--- config.mk ---
export PLATFORM = sky130hd
export DESIGN_NAME = pov_vector_loader
export DESIGN_NICKNAME = d
export VERILOG_FILES = /design/src/rtl/pov_vector_loader_pkg.sv /design/src/rtl/pov_vector_loader_spi_sync_edge.sv /design/src/rtl/pov_vector_loader.sv
export SDC_FILE = /design/constraint.sdc
export NUM_CORES = 1
export LEC_CHECK = 0
export BUFFER_PORTS_ARGS = -buffer_cell sky130_fd_sc_hd__buf_2
export CAP_MARGIN = 20
export CORE_ASPECT_RATIO = 1.25
export CORE_MARGIN = 8
export CORE_UTILIZATION = 40
export DETAILED_ROUTE_END_ITERATION = 8
export PLACE_DENSITY_LB_ADDON = 0.08
export SLEW_MARGIN = 30
export SYNTH_ARGS = -nofsm -noshare
export SYNTH_HDL_FRONTEND = slang
export SYNTH_HIERARCHICAL = 1
export SYNTH_SLANG_ARGS = --single-unit
--- constraint.sdc ---
create_clock -name i_clk -period 2.2 [get_ports i_clk]
set_input_delay 0.66 -clock i_clk [delete_from_list [all_inputs] [get_ports i_clk]]
set_output_delay 0.66 -clock i_clk [all_outputs]
set_load 0.05 [all_outputs]
--- src/rtl/pov_vector_loader_pkg.sv ---
// Shared fixed-point formats, frame geometry and reset point-of-view for the POV loader.
// The overlay and the tracer import the same reset constants so all three agree.
package pov_vector_loader_pkg;

    localparam int QM         = 10;
    localparam int QN         = 12;
    localparam int QMN        = QM + QN;
    localparam int NVEC       = 6;
    localparam int FRAME_BITS = NVEC * QMN;
    localparam int CNT_W      = 8;

    localparam logic [CNT_W-1:0] CNT_FULL = 8'd132;
    localparam logic [CNT_W-1:0] CNT_SAT  = 8'd133;

    typedef logic [QMN-1:0] fx_t;

    // Field order matches wire order: first field is shifted in first (frame MSB).
    typedef struct packed {
        fx_t player_x;
        fx_t player_y;
        fx_t facing_x;
        fx_t facing_y;
        fx_t vplane_x;
        fx_t vplane_y;
    } pov_t;

    localparam pov_t POV_RESET = '{
        player_x: 22'd6144,
        player_y: 22'd6144,
        facing_x: 22'd4096,
        facing_y: 22'd0,
        vplane_x: 22'd0,
        vplane_y: 22'd2048
    };

    function automatic logic frame_complete(input logic [CNT_W-1:0] cnt, input logic ovf);
        return (cnt == CNT_FULL) && !ovf;
    endfunction

endpackage

--- src/rtl/pov_vector_loader_spi_sync_edge.sv ---
// Three-stage synchronizer per SPI line with registered edge pulses.
// mosi and csb levels are delayed to stay aligned with the registered pulses.
module spi_sync_edge (
    input  logic i_clk,
    input  logic i_reset,
    input  logic i_sclk,
    input  logic i_mosi,
    input  logic i_csb,
    output logic o_sclk_rise,
    output logic o_csb_fall,
    output logic o_csb_rise,
    output logic o_mosi_sync,
    output logic o_csb_sync
);

    logic [2:0] r_sclk;
    logic [2:0] r_mosi;
    logic [2:0] r_csb;
    logic       r_sclk_rise;
    logic       r_csb_fall;
    logic       r_csb_rise;
    logic       r_mosi_sync;
    logic       r_csb_sync;

    // csb stages clear to 0 so a transfer already running at reset release makes no falling edge.
    always_ff @(posedge i_clk) begin
        if (i_reset) begin
            r_sclk      <= 3'b000;
            r_mosi      <= 3'b000;
            r_csb       <= 3'b000;
            r_sclk_rise <= 1'b0;
            r_csb_fall  <= 1'b0;
            r_csb_rise  <= 1'b0;
            r_mosi_sync <= 1'b0;
            r_csb_sync  <= 1'b0;
        end else begin
            r_sclk      <= {r_sclk[1:0], i_sclk};
            r_mosi      <= {r_mosi[1:0], i_mosi};
            r_csb       <= {r_csb[1:0], i_csb};
            r_sclk_rise <= r_sclk[1] & ~r_sclk[2];
            r_csb_fall  <= ~r_csb[1] & r_csb[2];
            r_csb_rise  <= r_csb[1] & ~r_csb[2];
            r_mosi_sync <= r_mosi[1];
            r_csb_sync  <= r_csb[1];
        end
    end

    assign o_sclk_rise = r_sclk_rise;
    assign o_csb_fall  = r_csb_fall;
    assign o_csb_rise  = r_csb_rise;
    assign o_mosi_sync = r_mosi_sync;
    assign o_csb_sync  = r_csb_sync;

endmodule

--- src/rtl/pov_vector_loader.sv ---
// SPI-loaded point-of-view vectors, double-buffered and applied to the live
// outputs only on the frame-end strobe so the vectors never change mid-frame.
module pov_vector_loader
    import pov_vector_loader_pkg::*;
(
    input  logic           i_clk,
    input  logic           i_reset,
    input  logic           i_spi_sclk,
    input  logic           i_spi_mosi,
    input  logic           i_spi_csb,
    input  logic           i_frame_end,
    output logic [QMN-1:0] o_playerX,
    output logic [QMN-1:0] o_playerY,
    output logic [QMN-1:0] o_facingX,
    output logic [QMN-1:0] o_facingY,
    output logic [QMN-1:0] o_vplaneX,
    output logic [QMN-1:0] o_vplaneY,
    output logic           o_pov_pending
);

    logic                  w_sclk_rise;
    logic                  w_csb_fall;
    logic                  w_csb_rise;
    logic                  w_mosi_sync;
    logic                  w_csb_sync;
    logic                  w_accept;

    logic [FRAME_BITS-1:0] r_shift;
    logic [CNT_W-1:0]      r_count;
    logic                  r_overflow;
    logic                  r_armed;
    pov_t                  r_staging;
    pov_t                  r_live;
    logic                  r_pending;

    spi_sync_edge u_sync (
        .i_clk       (i_clk),
        .i_reset     (i_reset),
        .i_sclk      (i_spi_sclk),
        .i_mosi      (i_spi_mosi),
        .i_csb       (i_spi_csb),
        .o_sclk_rise (w_sclk_rise),
        .o_csb_fall  (w_csb_fall),
        .o_csb_rise  (w_csb_rise),
        .o_mosi_sync (w_mosi_sync),
        .o_csb_sync  (w_csb_sync)
    );

    // r_armed is only set by a csb falling edge seen after reset, so stale transfers are ignored.
    assign w_accept = w_csb_rise & r_armed & frame_complete(r_count, r_overflow);

    // Shift register, saturating bit counter, overflow flag and transfer arming.
    always_ff @(posedge i_clk) begin
        if (i_reset) begin
            r_shift    <= '0;
            r_count    <= 8'd0;
            r_overflow <= 1'b0;
            r_armed    <= 1'b0;
        end else if (w_csb_fall) begin
            r_count    <= 8'd0;
            r_overflow <= 1'b0;
            r_armed    <= 1'b1;
        end else if (w_csb_rise) begin
            r_armed    <= 1'b0;
        end else if (w_sclk_rise && !w_csb_sync && r_armed) begin
            r_shift <= {r_shift[FRAME_BITS-2:0], w_mosi_sync};
            if (r_count != CNT_SAT) begin
                r_count <= r_count + 8'd1;
            end else begin
                r_count <= r_count;
            end
            if (r_count >= CNT_FULL) begin
                r_overflow <= 1'b1;
            end else begin
                r_overflow <= r_overflow;
            end
        end else begin
            r_armed <= r_armed;
        end
    end

    // Staging, pending flag and live outputs; live reads the old staging when accept and frame_end coincide.
    always_ff @(posedge i_clk) begin
        if (i_reset) begin
            r_staging <= '0;
            r_live    <= POV_RESET;
            r_pending <= 1'b0;
        end else begin
            if (i_frame_end && r_pending) begin
                r_live <= r_staging;
            end else begin
                r_live <= r_live;
            end
            if (w_accept) begin
                r_staging <= pov_t'(r_shift);
                r_pending <= 1'b1;
            end else if (i_frame_end) begin
                r_pending <= 1'b0;
            end else begin
                r_pending <= r_pending;
            end
        end
    end

    assign o_playerX     = r_live.player_x;
    assign o_playerY     = r_live.player_y;
    assign o_facingX     = r_live.facing_x;
    assign o_facingY     = r_live.facing_y;
    assign o_vplaneX     = r_live.vplane_x;
    assign o_vplaneY     = r_live.vplane_y;
    assign o_pov_pending = r_pending;

endmodule

# --- After elaboration in Yosys (flattened, before gate mapping) ---
# Index checks and enable logic that the tools add are counted.
word_totals:
  regBits: 420
  latch_bits: 0
  mem_bits_rw: 0
  romBits: 0
  inputBits: 6
  output_inout_bits: 133
  n_memories: 0
classes:
  addsub: 1
  multipliers: 0
  n_div: 0
  n_lt_le_gt_ge: 1
  n_eq_ne: 2
  n_shift: 0
  n_mux: 4
  n_bitwise: 10
  n_reduce_logical: 12
ops:
  columns: ["operator", "n"]
  rows:
  - ["AND reduction 3 bit", 3]
  - ["adder 8 x 1 -> 8 bit, second input constant", 1]
  - ["== test 8 bit, second input constant", 1]
  - [">= comparator 8 bit, second input constant", 1]
  - ["inequality test 8 bit, second input constant", 1]
  - ["bitwise AND 1 bit", 5]
  - ["inverter 1 bit", 5]
  - ["logical AND 1 bit", 4]
  - ["two-way mux 1 bit", 4]
  - ["nonzero test 2 bit", 2]
  - ["logical NOT 1 bit", 2]
  - ["OR reduction 2 bit", 1]

# --- Longest topological paths before layout ---
logic_depth:
  ltp_word: 4
  ltp_mapped: 8

# --- Modules after synthesis ---
# The synthesis kept the hierarchy.
modules_own_cells:
  columns: ["mod", "n_inst", "cells_per_inst", "area_per_inst_um2"]
  rows:
  - ["pov_vector_loader", 1, 1874, 15576.2]
  - ["spi_sync_edge", 1, 25, 345.3]

# --- Worst setup path after synthesis ---
# No wires, ideal clock.
synth_path:
  path_kind: "flip-flop to flip-flop"
  startpoint: "register r_pending (netlist: o_pov_pending)"
  endpoint: "register r_live (netlist bit o_facingX[0])"
  setup_ps: 70
  t_arrival_ps: 1739
  t_required_ps: 2130
  slack_ps: 390
  path_stages_with_launch: 7
  n_path_buf: 3
  period_less_slack_ps: 1810
  cell_sequence: "dfxtp_1 > and2_1 > clkbuf_1 > clkbuf_1 > clkbuf_1 > nand2_1 > a21oi_1"
synth_between:
  elab_chain_len: 1
synth_rtl:
  columns: ["element", "line", "source"]
  rows:
  - ["start: declaration", "pov_vector_loader.sv:34", "logic r_pending;"]
  - ["start signal: assignment", "pov_vector_loader.sv:100", "r_pending <= r_pending;"]
  - ["logical AND 1 bit", "pov_vector_loader.sv:89", "if (i_frame_end && r_pending) begin"]
  - ["end signal: assignment", "pov_vector_loader.sv:90", "r_live <= r_staging;"]
  - ["end signal: assignment", "pov_vector_loader.sv:92", "r_live <= r_live;"]
  - ["end: declaration", "pov_vector_loader.sv:33", "pov_t r_live;"]
# No other way between the ends.
# A chain may end at the register's enable or synchronous reset.

# --- Worst setup path in the final report ---
layout_path:
  startpoint: "register r_pending (netlist: o_pov_pending)"
  endpoint: "output o_pov_pending"
layout_lines:
  columns: ["element", "line", "source"]
  rows:
  - ["end: declaration", "pov_vector_loader.sv:18", "output logic o_pov_pending"]
# No word-level cell between the ends.

==> out/qor.csv <==
metric,value,unit
htree_levels,2,
cp.required,1.54,ns
rsz0062_at_grt,false,
slowest_stage,dfxtp_1,
synthToLayoutAreaGrowth,15.5,%
fin_skew,0.0113,ns
min_path_type,input pin to flop,
root_buffer,clkbuf_16,
synth_warnings,6,
cts_max_path_buffers,3,
cp_num_buf_inv,1,
final_common_cell,dfxtp_1,
first_global_vias,13600,
antenna_found_initial,0,
wire_per_inst,17.6,um
power_leakage,6.09,nW
cp-end-kind,output pin,
cp-start-kind,flop,
power_density,817,mW/mm^2
track_usage,17.9,%
tightest_slew,0.730,ns
ys_seq_area_share,52.7,%
synth_area,0.0159,mm^2
clk_latency,0.55,ns
die_y,239,um
post-route-min-period,1.90,ns
relSlewSlack,51.4,%
ys_ff_latch,419,
io_pins,139,
syn_inst,1899,
grt_max_degree,85,
fin_nets,1910,
hold_viol,0,
pre_cts_ws,0.192,ns
path_clk_slew,0.06,ns
regArea,0.00839,mm^2
critPathMaxStageDelay,0.40,ns
layout_common_cells,"dfxtp_1 (418), a21oi_1 (395), nand2_1 (272), buf_2 (137), nand3_1 (136)",
crit_chain,buf_2,
fin_ws,0.304,ns
cts_buffers,43,
initial_core_util,40.6,%
grt_first_pass_wirelength,71.3,mm
fill_cells,3933,
crit_type,flop to output pin,
drt_wl_total,42.8,mm
vias,13900,
fmax,0.527,GHz
fin_crit_sh,86.2,%
cts_tree,built,
ant_nets,0,
die_area,0.0465,mm^2
drive_above_1_share,13.4,%
first_pass_iters,5,
avgViaCountPerCell,5.70,
finalSetupViolations,0,
gp_congestion,0.736,
multiInputGateArea,0.00666,mm^2
io_buffers,138,
cap_violations,0,
core,0.0392,mm^2
worstPathArrival,1.24,ns
drtIter0Drc,1121,
tns,0,ns
grt-ovfl-total,0,
die_w,194,um
diodes,0,
rows,81,
remaining_drc_errors,0,
run_status,completed,
crit_path_max_fanout,4,
crit_family,flip-flops,
dpl.hpwl,24.0,mm
peakVddDrop,0.478,mV
synth_cell_types,35,
avgSynthCellArea,8.38,um^2
syn_nets,1908,
maxSlewViolCount,0,
cts.sinks,419,
## cell type report
| cell class | instances | share of cell area (%) |
|---|---|---|
| Sequential cell | 419 | 45.6 |
| Multi-Input combinational cell | 1254 | 36.2 |
| Clock buffer | 70 | 7.22 |
| Timing Repair Buffer | 179 | 7.07 |
| Tap cell | 498 | 3.39 |
| Clock inverter | 7 | 0.388 |
| Inverter | 4 | 0.0953 |
## sequential cells by signal, indices dropped and copies added, names as in the netlist, 2 cells and up
name,flops
u_sync/r_mosi,2
o_playerY,22
o_facingY,22
o_vplaneY,22
u_sync/r_sclk,3
o_vplaneX,22
r_shift,132
r_staging,132
r_count,8
o_facingX,22
o_playerX,22
u_sync/r_csb,3
## final timing paths
check / startpoint / end / slack, ns / cells past startpoint
setup / recovery: o_pov_pending / o_pov_pending / 0.30 / 1
hold / removal: i_spi_sclk / u_sync/r_sclk[0] / 0.35 / 2
setup reg to reg: r_count[3] / r_staging[52] / 0.34 / 4
hold reg to reg: u_sync/r_sclk[2] / u_sync/o_sclk_rise / 0.40 / 1
## worst register-to-register path, cell delays in order (launching register included)
cell	delay, ns
dfxtp_1	0.37
or4_4	0.58
buf_4	0.31
o31ai_1	0.36
a21oi_1	0.11
## per-layer routing
layer / GRT usage (%) / up-vias / share of wire, %
met1: 22.0 / 6747 / 45
li1: - / 6824 / -
met5: 0 / - / 0
met2: 32.0 / 224 / 50
met3: 2.72 / 66 / 3.6
met4: 5.03 / 0 / 2.0
## cells by family after synthesis
| logic type | after synthesis | share of synthesized area, % |
|---|---|---|
| compound gates | 666 | 23.1 |
| simple gates | 580 | 17.8 |
| flops | 419 | 52.7 |
| buf+inv | 226 | 5.86 |
| mux | 5 | 0.314 |
| fa+ha+maj | 3 | 0.236 |
## synth_stat cells
cell | n | area (um^2)
or2_2 | 1 | 6.26
o21ai_0 | 132 | 661
nand2_1 | 274 | 1030
or3_1 | 3 | 18.8
inv_1 | 3 | 11.3
mux2i_1 | 5 | 50.1
a31oi_1 | 1 | 6.26
buf_6 | 9 | 101
nand2b_1 | 2 | 12.5
nand4_1 | 133 | 832
nand4bb_1 | 1 | 11.3
inv_2 | 1 | 3.75
nand4b_1 | 1 | 8.76
nand3b_1 | 6 | 45.0
buf_1 | 19 | 71.3
nor4bb_1 | 1 | 10.0
nor2b_1 | 9 | 56.3
ha_1 | 3 | 37.5
or4_1 | 2 | 15.0
and2_1 | 3 | 18.8
and4_1 | 1 | 8.76
o31ai_1 | 133 | 998
and4b_1 | 1 | 10.0
nand3_1 | 136 | 681
a311oi_1 | 2 | 17.5
nor2_1 | 1 | 3.75
buf_2 | 14 | 70.1
nor4_4 | 1 | 21.3
o211ai_1 | 1 | 7.51
o21a_1 | 2 | 15.0
dfxtp_1 | 419 | 8390
clkbuf_1 | 180 | 676
a21oi_1 | 395 | 1980
nor3b_2 | 3 | 37.5
nor3_1 | 1 | 5.00
## metrics by stage
step	area [um^2]	hold slack [ns]	power, mW	instances	util [%]
after floorplan	15900	0.390	7.90	1899	-
after global placement	17000	0.399	7.98	2354	43.3
after detailed placement	17000	0.394	7.98	2354	43.3
after CTS	18400	0.301	15.2	2431	46.9
after global routing	18400	0.328	15.6	2431	46.9
final	18400	0.348	15.0	2431	46.9
## timing repair
item,4_1_cts,5_1_grt
resized for setup,0,1
endpoints found under the setup margin,0,3
hold buffers,0,0
buffers inserted,0,0
## report_power, final
part	internal [mW]	leakage, nW	switching, mW
combinational	0.0446	2.02	0.161
sequential	7.59	3.38	0.00605
clock	4.24	0.691	2.98
total	11.9	6.09	3.15
Power figures use the tool's default switching activity.
